==> config.mk <==
export PLATFORM = sky130hd
export DESIGN_NAME = ysyx_23060075_ifu
export DESIGN_NICKNAME = d
export VERILOG_FILES = /design/src/rtl/ysyx_23060075_ifu_pkg.sv /design/src/rtl/ysyx_23060075_reg.sv /design/src/rtl/ysyx_23060075_ifu.sv
export SDC_FILE = /design/constraint.sdc
export NUM_CORES = 1
export LEC_CHECK = 0
export CAP_MARGIN = 5
export CORE_MARGIN = 2
export CORE_UTILIZATION = 41
export CTS_CLUSTER_DIAMETER = 120
export DETAILED_ROUTE_END_ITERATION = 6
export PLACE_DENSITY = 0.81
export SYNTH_ARGS = -nofsm -noshare
export SYNTH_HDL_FRONTEND = slang
export SYNTH_HIERARCHICAL = 1
export SYNTH_SLANG_ARGS = --single-unit
==> constraint.sdc <==
create_clock -name clk -period 2.2 [get_ports clk]
set_input_delay 0.33 -clock clk [delete_from_list [all_inputs] [get_ports clk]]
set_output_delay 0.33 -clock clk [all_outputs]
set_load 0.03 [all_outputs]
==> src/rtl/ysyx_23060075_ifu_pkg.sv <==
// Shared definitions for the instruction fetch unit.
//   state_t            : fetch FSM state encoding (3-bit)
//   RESET_PC_DEFAULT   : default PC loaded on reset
//   MISALIGN_MASK      : low PC bits that must be zero for a legal fetch
//   is_misaligned()    : true when a PC violates 4-byte alignment
package ysyx_23060075_ifu_pkg;

  typedef enum logic [2:0] {
    S_IDLE = 3'd0,
    S_REQ  = 3'd1,
    S_RESP = 3'd2,
    S_OUT  = 3'd3,
    S_NPC  = 3'd4
  } state_t;

  localparam logic [31:0] RESET_PC_DEFAULT = 32'h8000_0000;
  localparam logic [1:0]  MISALIGN_MASK    = 2'b11;

  function automatic logic is_misaligned(input logic [1:0] lsb);
    return |(lsb & MISALIGN_MASK);
  endfunction

endpackage

==> src/rtl/ysyx_23060075_reg.sv <==
// Generic register with load enable and a parameterised reset value.
//   clk   : rising-edge clock
//   rst_n : asynchronous active-low reset, loads RST_VAL
//   en    : load enable
//   d     : next value
//   q     : registered value
module ysyx_23060075_reg #(
  parameter int                 DATA_W  = 32,
  parameter logic [DATA_W-1:0]  RST_VAL = '0
) (
  input  logic              clk,
  input  logic              rst_n,
  input  logic              en,
  input  logic [DATA_W-1:0] d,
  output logic [DATA_W-1:0] q
);

  always_ff @(posedge clk or negedge rst_n) begin
    if (!rst_n) begin
      q <= RST_VAL;
    end else if (en) begin
      q <= d;
    end
  end

endmodule

==> src/rtl/ysyx_23060075_ifu.sv <==
// Instruction fetch unit: holds the PC, issues one instruction-memory read
// per instruction and hands the instruction plus its PC to decode. Only one
// instruction is in flight; the next PC comes back from execute/write-back.
//   clk, rst_n                     : clock, asynchronous active-low reset
//   imem_req_valid/ready/addr      : memory read request (addr = pc)
//   imem_resp_valid/ready/data/err : memory read response
//   out_valid/ready/inst/pc/err    : instruction to decode (inst = 0 on err)
//   npc_valid, npc                 : next PC from execute/write-back
module ysyx_23060075_ifu
  import ysyx_23060075_ifu_pkg::*;
#(
  parameter int                  ADDR_LEN = 32,
  parameter int                  INST_LEN = 32,
  parameter logic [ADDR_LEN-1:0] RESET_PC = ADDR_LEN'(RESET_PC_DEFAULT)
) (
  input  logic                clk,
  input  logic                rst_n,
  output logic                imem_req_valid,
  input  logic                imem_req_ready,
  output logic [ADDR_LEN-1:0] imem_req_addr,
  input  logic                imem_resp_valid,
  output logic                imem_resp_ready,
  input  logic [INST_LEN-1:0] imem_resp_data,
  input  logic                imem_resp_err,
  output logic                out_valid,
  input  logic                out_ready,
  output logic [INST_LEN-1:0] out_inst,
  output logic [ADDR_LEN-1:0] out_pc,
  output logic                out_err,
  input  logic                npc_valid,
  input  logic [ADDR_LEN-1:0] npc
);

  state_t              state;
  state_t              state_nxt;
  state_t              npc_target;
  logic                resp_fire;
  logic                take_npc;
  logic                npc_mis;
  logic [ADDR_LEN-1:0] pc;
  logic [INST_LEN-1:0] inst_r;
  logic                err_r;
  logic                inst_en;
  logic [INST_LEN-1:0] inst_d;
  logic                err_en;
  logic                err_d;

  assign npc_mis    = is_misaligned(npc[1:0]);
  assign npc_target = npc_mis ? S_OUT : S_REQ;
  assign resp_fire  = (state == S_RESP) && imem_resp_valid;
  // npc is only honoured while decode is accepting or while parked in S_NPC.
  assign take_npc   = npc_valid && (((state == S_OUT) && out_ready) || (state == S_NPC));

  always_comb begin
    state_nxt = state;
    unique case (state)
      S_IDLE:  state_nxt = S_REQ;
      S_REQ:   if (imem_req_ready)  state_nxt = S_RESP;
      S_RESP:  if (imem_resp_valid) state_nxt = S_OUT;
      S_OUT:   if (out_ready)       state_nxt = npc_valid ? npc_target : S_NPC;
      S_NPC:   if (npc_valid)       state_nxt = npc_target;
      default: state_nxt = S_IDLE;
    endcase
  end

  // Handshake outputs are registered from the next state, so no input
  // reaches a valid/ready output combinationally.
  always_ff @(posedge clk or negedge rst_n) begin
    if (!rst_n) begin
      state           <= S_IDLE;
      imem_req_valid  <= 1'b0;
      imem_resp_ready <= 1'b0;
      out_valid       <= 1'b0;
    end else begin
      state           <= state_nxt;
      imem_req_valid  <= (state_nxt == S_REQ);
      imem_resp_ready <= (state_nxt == S_RESP);
      out_valid       <= (state_nxt == S_OUT);
    end
  end

  // A faulting response or a misaligned npc both present a zero instruction.
  assign inst_en = resp_fire || (take_npc && npc_mis);
  assign inst_d  = (resp_fire && !imem_resp_err) ? imem_resp_data : '0;
  assign err_en  = resp_fire || take_npc;
  assign err_d   = resp_fire ? imem_resp_err : npc_mis;

  ysyx_23060075_reg #(.DATA_W(ADDR_LEN), .RST_VAL(RESET_PC)) u_pc (
    .clk   (clk),
    .rst_n (rst_n),
    .en    (take_npc),
    .d     (npc),
    .q     (pc)
  );

  ysyx_23060075_reg #(.DATA_W(INST_LEN), .RST_VAL('0)) u_inst (
    .clk   (clk),
    .rst_n (rst_n),
    .en    (inst_en),
    .d     (inst_d),
    .q     (inst_r)
  );

  ysyx_23060075_reg #(.DATA_W(1), .RST_VAL(1'b0)) u_err (
    .clk   (clk),
    .rst_n (rst_n),
    .en    (err_en),
    .d     (err_d),
    .q     (err_r)
  );

  assign imem_req_addr = pc;
  assign out_pc        = pc;
  assign out_inst      = inst_r;
  assign out_err       = err_r;

endmodule

### Yosys cells after proc, flatten, opt, wreduce, memory -nomap -nowiden

Cells that the tools add are included.

* flip-flop bits (word level): 71
* input bits: 71
* word-level logic and storage cells: 34

* reductions and logical operators: 11
* eq/ne operators: 7
* muxes and demuxes: 9

Operators by type and width (number)
* $mux W32: 1
* $mux W3: 5
* $pmux W3 S5: 1
* $eq A3 B2 Y1 const B: 4
* $eq A3 B1 Y1 const B: 2
* $logic_and A1 B1 Y1: 5
* $eq A3 B3 Y1 const B: 1
* $logic_not A3 Y1: 1
* $logic_or A1 B1 Y1: 3
* $mux W2: 1
* $reduce_or A2 Y1: 1
* $logic_not A1 Y1: 1
* $mux W1: 1

### Logic depth before layout (Yosys ltp)

Gate-level depths: netlist of the first run.

* depth in word-level cells: 6
* mapped depth: 7
* mapped depth without buffers: 4

### Hierarchy

Netlist of the first run, hierarchy kept.

Modules (own cells, without submodules)
* ysyx_23060075_reg (u_pc): sequential area each 802.0 µm², instances 1, area an instance 1346.3 µm², cells each 68
* ysyx_23060075_reg (u_inst): sequential area each 800.8 µm², instances 1, area an instance 1345.0 µm², cells each 68
* ysyx_23060075_ifu: sequential area each 150.1 µm², instances 1, area an instance 844.6 µm², cells each 106
* ysyx_23060075_reg (u_err): sequential area each 25.0 µm², instances 1, area an instance 40.0 µm², cells each 2

### Worst setup path before layout of the first run

OpenSTA, ideal clock, no wires.

* kind: register to register
* start point: reg state[0]
* end point: reg u_inst.q[0]
* data required time: 2.075 ns
* clock period less this slack: 1.861 ns
* setup time: 0.125 ns
* stages on the path, launching flop included: 8
* setup slack: 0.339 ns
* data arrival time: 1.736 ns
* cells stage by stage: dfrtp_1 buf_2 nor3b_2 o21ai_1 o21ai_0 buf_6 buf_12 mux2_4

* longest elaborated chain between the ends: 6

RTL lines
* start, declared: line ysyx_23060075_ifu.sv:34 `state_t state;`
* start signal, assigned: line ysyx_23060075_ifu.sv:75 `state <= state_nxt;`
* $eq A3 B2 Y1: line ysyx_23060075_ifu.sv:52 `assign take_npc = npc_valid && (((state == S_OUT) && out_ready) || (state == S_NPC));`
* $logic_and A1 B1 Y1: line ysyx_23060075_ifu.sv:52
* $logic_or A1 B1 Y1: line ysyx_23060075_ifu.sv:52
* $logic_and A1 B1 Y1: line ysyx_23060075_ifu.sv:52
* $logic_and A1 B1 Y1: line ysyx_23060075_ifu.sv:83 `assign inst_en = resp_fire || (take_npc && npc_mis);`
* $logic_or A1 B1 Y1 *: line ysyx_23060075_ifu.sv:83
* via inst_en: line ysyx_23060075_ifu.sv:43 `logic inst_en;`
* end signal, assigned: line ysyx_23060075_reg.sv:20 `q <= RST_VAL;`
* end signal, assigned: line ysyx_23060075_reg.sv:22 `q <= d;`
* end, declared: line ysyx_23060075_reg.sv:15 `output logic [DATA_W-1:0] q`

The timed path passes the listed nets; every way through them passes the cells marked *.
A chain may end at the register's enable or synchronous reset.

### Final worst setup path of the first run

* start point: reg state[0]
* end point: reg u_inst.q[30]

The elaborated chain is that of the path after synthesis.

==> results.sh, run 1 <==
export IMPL_h_tree_depth=3
export IMPL_fmax_ghz=0.509
export IMPL_clk_path_buf_depth=2
export IMPL_path_class="register to register"
export IMPL_hold_path_class="primary input to asynchronous set/reset pin"
export IMPL_dp_cells=486
export IMPL_drtIter0Drc=66
export IMPL_synthTopCellsByArea="dfrtp_1 (49%), mux2_4 (26%), buf_4 (6.7%)"
export IMPL_ff2ff_setup_slack_ns=0.23
export IMPL_wl_per_cell_um=15.9
export IMPL_reg2reg_from="state[0]"
export IMPL_grt_overflow=0
export IMPL_fin_area_um2=5350
export IMPL_endpoint="u_inst/q[30]"
export IMPL_cts_setup_buffers=0
export IMPL_drc=0
export IMPL_cap_viol_max_count=0
export IMPL_tightest_slew_ns=0.492
export IMPL_fin_hold_ws_ns=0.504
export IMPL_rsz0062_at_grt="false"
export IMPL_status="finished clean"
export IMPL_critPathArrivalTime_ns=2.18
export IMPL_row_count=34
export IMPL_die_x_um=97.4
export IMPL_syn_avg_cell_area_um2=14.7
export IMPL_p_leak_uw=0.00235
export IMPL_critPathRequiredTime_ns=2.41
export IMPL_vdd_drop_max_uv=872
export IMPL_tritoncts="yes"
export IMPL_place_congestion=0.762
export IMPL_grt_pass1_vias=2550
export IMPL_placed_cell_area_um2=5120
export IMPL_ctsHoldBuffers=1
export IMPL_setup_violations=0
export IMPL_first_pass_iters=4
export IMPL_p_per_area_nw_per_um2=1410
export IMPL_grt_max_degree=37
export IMPL_clock_latency_ns=0.33
export IMPL_portBuffers=170
export IMPL_antenna_found_initial=0
export IMPL_synthCells=244
export IMPL_fin_crit_ns=1.97
export IMPL_initial_core_util=0.416
export IMPL_gr_usage_all_layers=0.171
export IMPL_final_common_cell="clkdlybuf4s50_1"
export IMPL_area_growth_syn_to_layout_pct=49.5
export IMPL_n_antenna_cell=0
export IMPL_fin_skew_ns=0.00838
export IMPL_startpoint_type="register"
export IMPL_synth_top_area_share=0.490
export IMPL_drive_gt1_frac=0.251
export IMPL_yosysWarnings=6
export IMPL_synth_nets=315
export IMPL_cp_max_fo=10
export IMPL_final_antenna_net_count=0
export IMPL_yosysUniqueCellTypes=31
export IMPL_clkTransAtPathRegs_ns=0.07
export IMPL_vias_per_cell=4.66
export IMPL_nNetsFinal=461
export IMPL_die_y_um=97.4
export IMPL_grt_pass1_wl_um=13100
export IMPL_ys_ff_latch=71
export IMPL_relSlewSlack=0.672
export IMPL_regToRegEndpoint="u_inst/q[30]"
export IMPL_cts_root_buffer="clkbuf_8"
export IMPL_hold_violations=0
export IMPL_tns_ns=0
export IMPL_cts_sink_count=71
export IMPL_final_cell_mix="clkdlybuf4s50_1 (169), dfrtp_1 (70), mux2_4 (62), and2_1 (32), clkbuf_8 (9)"
export IMPL_crit_start="state[0]"
export IMPL_vias=2339
export IMPL_end_kind="register"
export IMPL_cts_resized=0
export IMPL_numCtsBuffers=9
export IMPL_slew_violations=0
export IMPL_fin_crit_sh=0.894
export IMPL_syn_area_um2=3580
export IMPL_num_io_pins=171
export IMPL_dp_hpwl_um=5960
export IMPL_yosysTopAreaCell="dfrtp_1"
export IMPL_wl_um=7990
export IMPL_yosysSeqAreaShare=0.497
export IMPL_fin_cells=502
export IMPL_dieArea_um2=9480
export IMPL_reg2reg_depth=5
export IMPL_core_area_um2=8590
where the power goes:
group	switching [µW]	internal, µW	total (µW)
logic	2210	2100	4310
registers	386	1760	2140
clock network	474	630	1100
total	3070	4490	7560
registers in the layout, indices dropped and copies added (netlist names):
name and flops:
imem_req_valid 1, u_err/q 1, out_valid 1, imem_resp_ready 1, u_pc/q 32, u_inst/q 32
state 3
worst max-delay path, stage by stage, from the launching register on:
cell and delay, ns:
dfrtp_1 0.48, nor3b_2 0.31, o21ai_1 0.21, o21ai_4 0.30, buf_4 0.23, mux2_4 0.31
worst min path at each step:
| stage | start | end | slack [ns] | depth (start not counted) |
|---|---|---|---|---|
| 2_1_floorplan | rst_n | imem_req_valid | 0.03 | 0 |
| 3_3_place_gp | rst_n | u_pc/q[3] | 0.32 | 1 |
| 3_5_place_dp | rst_n | u_pc/q[3] | 0.32 | 1 |
| 4_1_cts | rst_n | u_inst/q[9] | 0.50 | 2 |
| 5_1_grt | u_inst/q[26] | u_inst/q[26] | 0.53 | 1 |
| 6_report | rst_n | u_pc/q[9] | 0.50 | 2 |
per-stage QoR:
step / power, µW / util / setup WS (ns)
after global routing: 7890 / 0.622 / 0.0970
after CTS: 7640 / 0.622 / 0.227
final: 7560 / 0.622 / 0.234
after detailed placement: 6500 / 0.596 / 0.0113
after global placement: 6420 / 0.596 / 0.0453
after floorplan: 5170 / - / 0.339
cell usage after synthesis:
master	count
nand4bb_1	1
buf_4	32
a21oi_1	1
a21boi_0	1
nor2_2	1
clkbuf_2	2
a211o_1	1
a22oi_1	2
a211oi_2	1
mux2_2	4
o21ba_2	1
dfstp_2	1
dfrtp_1	70
o221a_2	1
and4b_1	1
nor2b_1	1
buf_2	2
and2_1	32
buf_6	3
mux2_4	62
nand2_1	3
o21ai_1	1
nor2_1	4
inv_1	1
o221ai_1	1
o21ai_0	3
nor3b_2	1
o21bai_1	1
nor3b_1	1
buf_12	6
and3b_1	2
cell type report:
class | instances | area, µm²
clock inverters | 6 | 86.3
clock buffers | 9 | 124
flip-flops and latches | 71 | 1780
fillers | 685 | 3250
well taps | 108 | 135
repair buffers | 180 | 1830
inverters | 1 | 3.75
multi-input cells | 127 | 1390
metal layers:
metal  vias up  global-route usage  wire length, µm
li1       1083                   -                -
met1      1156               0.214             3260
met2        84               0.296             4180
met3        16              0.0295              376
met4         0              0.0662              172
met5         -                   0                0
cells by family (layout without fill, tap and decap cells):
family                 Yosys count  count (layout)  synth area share
buffers and inverters           46             196             0.117
multiplexers                    66              66             0.273
flip-flops                      71              71             0.497
AND/OR/NAND/NOR                 47              47            0.0833
AO/OA/AOI/OAI                   14              14            0.0297
Power figures use the tool's default switching activity.
==> inputs of run 2 (changes only) <==
- CAP_MARGIN: 5 -> 20
- GPL_TIMING_DRIVEN: unset -> 0
==> results.sh, run 2 (same netlist as run 1, synthesis figures left out) <==
export IMPL_drive_gt1_frac=0.312
export IMPL_hold_path_class="primary input to asynchronous set/reset pin"
export IMPL_die_y_um=97.4
export IMPL_regArea_um2=1780
export IMPL_final_common_cell="clkdlybuf4s50_1"
export IMPL_tightest_slew_ns=0.889
export IMPL_final_antenna_net_count=0
export IMPL_p_leak_uw=0.00254
export IMPL_final_cell_mix="clkdlybuf4s50_1 (169), dfrtp_1 (70), mux2_4 (62), buf_4 (33), and2_1 (32)"
export IMPL_grt_pass1_vias=2605
export IMPL_grt_overflow=0
export IMPL_switching_share=0.390
export IMPL_p_switching_uw=3160
export IMPL_clkPwrFrac=0.142
export IMPL_rsz0062_at_grt="false"
export IMPL_cpLargestDelayFamily="buffers and inverters"
export IMPL_hold_violations=0
export IMPL_fmax_ghz=0.497
export IMPL_wl_per_cell_um=15.2
export IMPL_startpoint_type="register"
export IMPL_path_cells="buf_2 > nor3b_2 > o21ai_1 > o21ai_1 > buf_6 > buf_12 > mux2_4"
export IMPL_clkTransAtPathRegs_ns=0.08
export IMPL_fin_area_um2=5630
export IMPL_relSlewSlack=0.407
export IMPL_h_tree_depth=3
export IMPL_slowest_stage="dfrtp_1"
export IMPL_path_class="register to register"
export IMPL_initial_core_util=0.416
export IMPL_multiInputGateArea_um2=1380
export IMPL_fin_crit_sh=0.915
export IMPL_end_kind="register"
export IMPL_cap_viol_max_count=0
export IMPL_cpPeakStageDelay_ns=0.36
export IMPL_fin_crit_ns=2.01
export IMPL_setup_violations=0
export IMPL_cts_setup_buffers=0
export IMPL_reg_largest_list="u_inst/q (32), u_pc/q (32), state (3)"
export IMPL_drtIter0Drc=102
export IMPL_cts_root_buffer="clkbuf_8"
export IMPL_ctsHoldBuffers=0
export IMPL_vias=2454
export IMPL_gr_usage_all_layers=0.178
export IMPL_cts_resized=0
export IMPL_n_antenna_cell=0
export IMPL_dieArea_um2=9480
export IMPL_die_x_um=97.4
export IMPL_vias_per_cell=4.56
export IMPL_numCtsBuffers=9
export IMPL_placed_cell_area_um2=5410
export IMPL_dp_hpwl_um=6160
export IMPL_critical_path_buf_inv_count=3
export IMPL_core_area_um2=8590
export IMPL_antenna_found_initial=0
export IMPL_fill_cells=647
export IMPL_drc=0
export IMPL_clk_path_buf_depth=2
export IMPL_grt_max_degree=72
export IMPL_clock_latency_ns=0.33
export IMPL_row_count=34
export IMPL_power_frac_seq=0.259
export IMPL_first_pass_iters=4
export IMPL_tritoncts="yes"
export IMPL_final_util=0.655
export IMPL_finalPower_uw=8090
export IMPL_portBuffers=170
export IMPL_wl_um=8200
export IMPL_cts_sink_count=71
export IMPL_critPathArrivalTime_ns=2.22
export IMPL_fin_skew_ns=0.00557
export IMPL_vdd_drop_max_uv=1020
export IMPL_place_congestion=0.771
export IMPL_slew_violations=0
export IMPL_num_io_pins=171
export IMPL_grt_pass1_wl_um=13500
export IMPL_p_per_area_nw_per_um2=1440
export IMPL_fin_hold_ws_ns=0.119
export IMPL_area_growth_syn_to_layout_pct=57.5
export IMPL_crit_top_cell="o21ai_1"
export IMPL_critPathRequiredTime_ns=2.41
export IMPL_cp_max_fo=10
export IMPL_status="finished clean"
export IMPL_nNetsFinal=496
export IMPL_combPwrFrac=0.599
export IMPL_p_int_uw=4930
==> run 2: layer usage <==
layer  up-vias  global-route usage  wire length [µm]
li1       1156                   -                 -
met1      1203               0.223              3400
met2        81               0.299              4270
met3        14              0.0281               343
met4         0              0.0855               191
met5         -                   0                 0
==> run 2: power groups by stage <==
stage	clock, µW	combinational [µW]	sequential, µW
2_1_floorplan	0	2270	2890
3_3_place_gp	0	4810	2100
3_5_place_dp	0	4870	2120
4_1_cts	1190	4880	2100
5_1_grt	1250	5050	2160
6_report	1150	4850	2090
==> run 2: worst register-to-register path, stage by stage, from the launching register on <==
cell and delay [ns]:
dfrtp_1 0.36, buf_2 0.17, nor3b_2 0.30, o21ai_1 0.24, o21ai_1 0.21, buf_6 0.17, buf_12 0.16, mux2_4 0.31
==> run 2: worst paths after layout <==
path | startpoint | to | slack [ns] | depth (start not counted)
setup reg to reg | state[0] | u_inst/q[7] | 0.19 | 7
setup / recovery | state[0] | u_inst/q[7] | 0.19 | 7
hold reg to reg | u_inst/q[30] | u_inst/q[30] | 0.51 | 1
hold / removal | rst_n | u_pc/q[4] | 0.12 | 1
max in group asynchronous | rst_n | u_inst/q[0] | 1.50 | 1
min in group clk | u_inst/q[30] | u_inst/q[30] | 0.51 | 1
==> run 2: cell type report <==
| cell class | count | share of cell area |
|---|---|---|
| buffer | 45 | 0.0735 |
| clock buffer | 10 | 0.0244 |
| clock inverter | 6 | 0.0149 |
| inverter | 1 | 0.000667 |
| multi-input combinational | 127 | 0.245 |
| sequential | 71 | 0.316 |
| tap | 108 | 0.0240 |
| timing repair buffer | 170 | 0.302 |
==> run 2: stage by stage <==
step	setup TNS, ns	setup slack, ns	std cells
floorplan	0	0.339	244
global placement	-120.23	-1.67	522
detailed placement	-2.25	-0.0842	522
CTS	0	0.145	538
global route	0	0.0203	538
finish	0	0.188	538
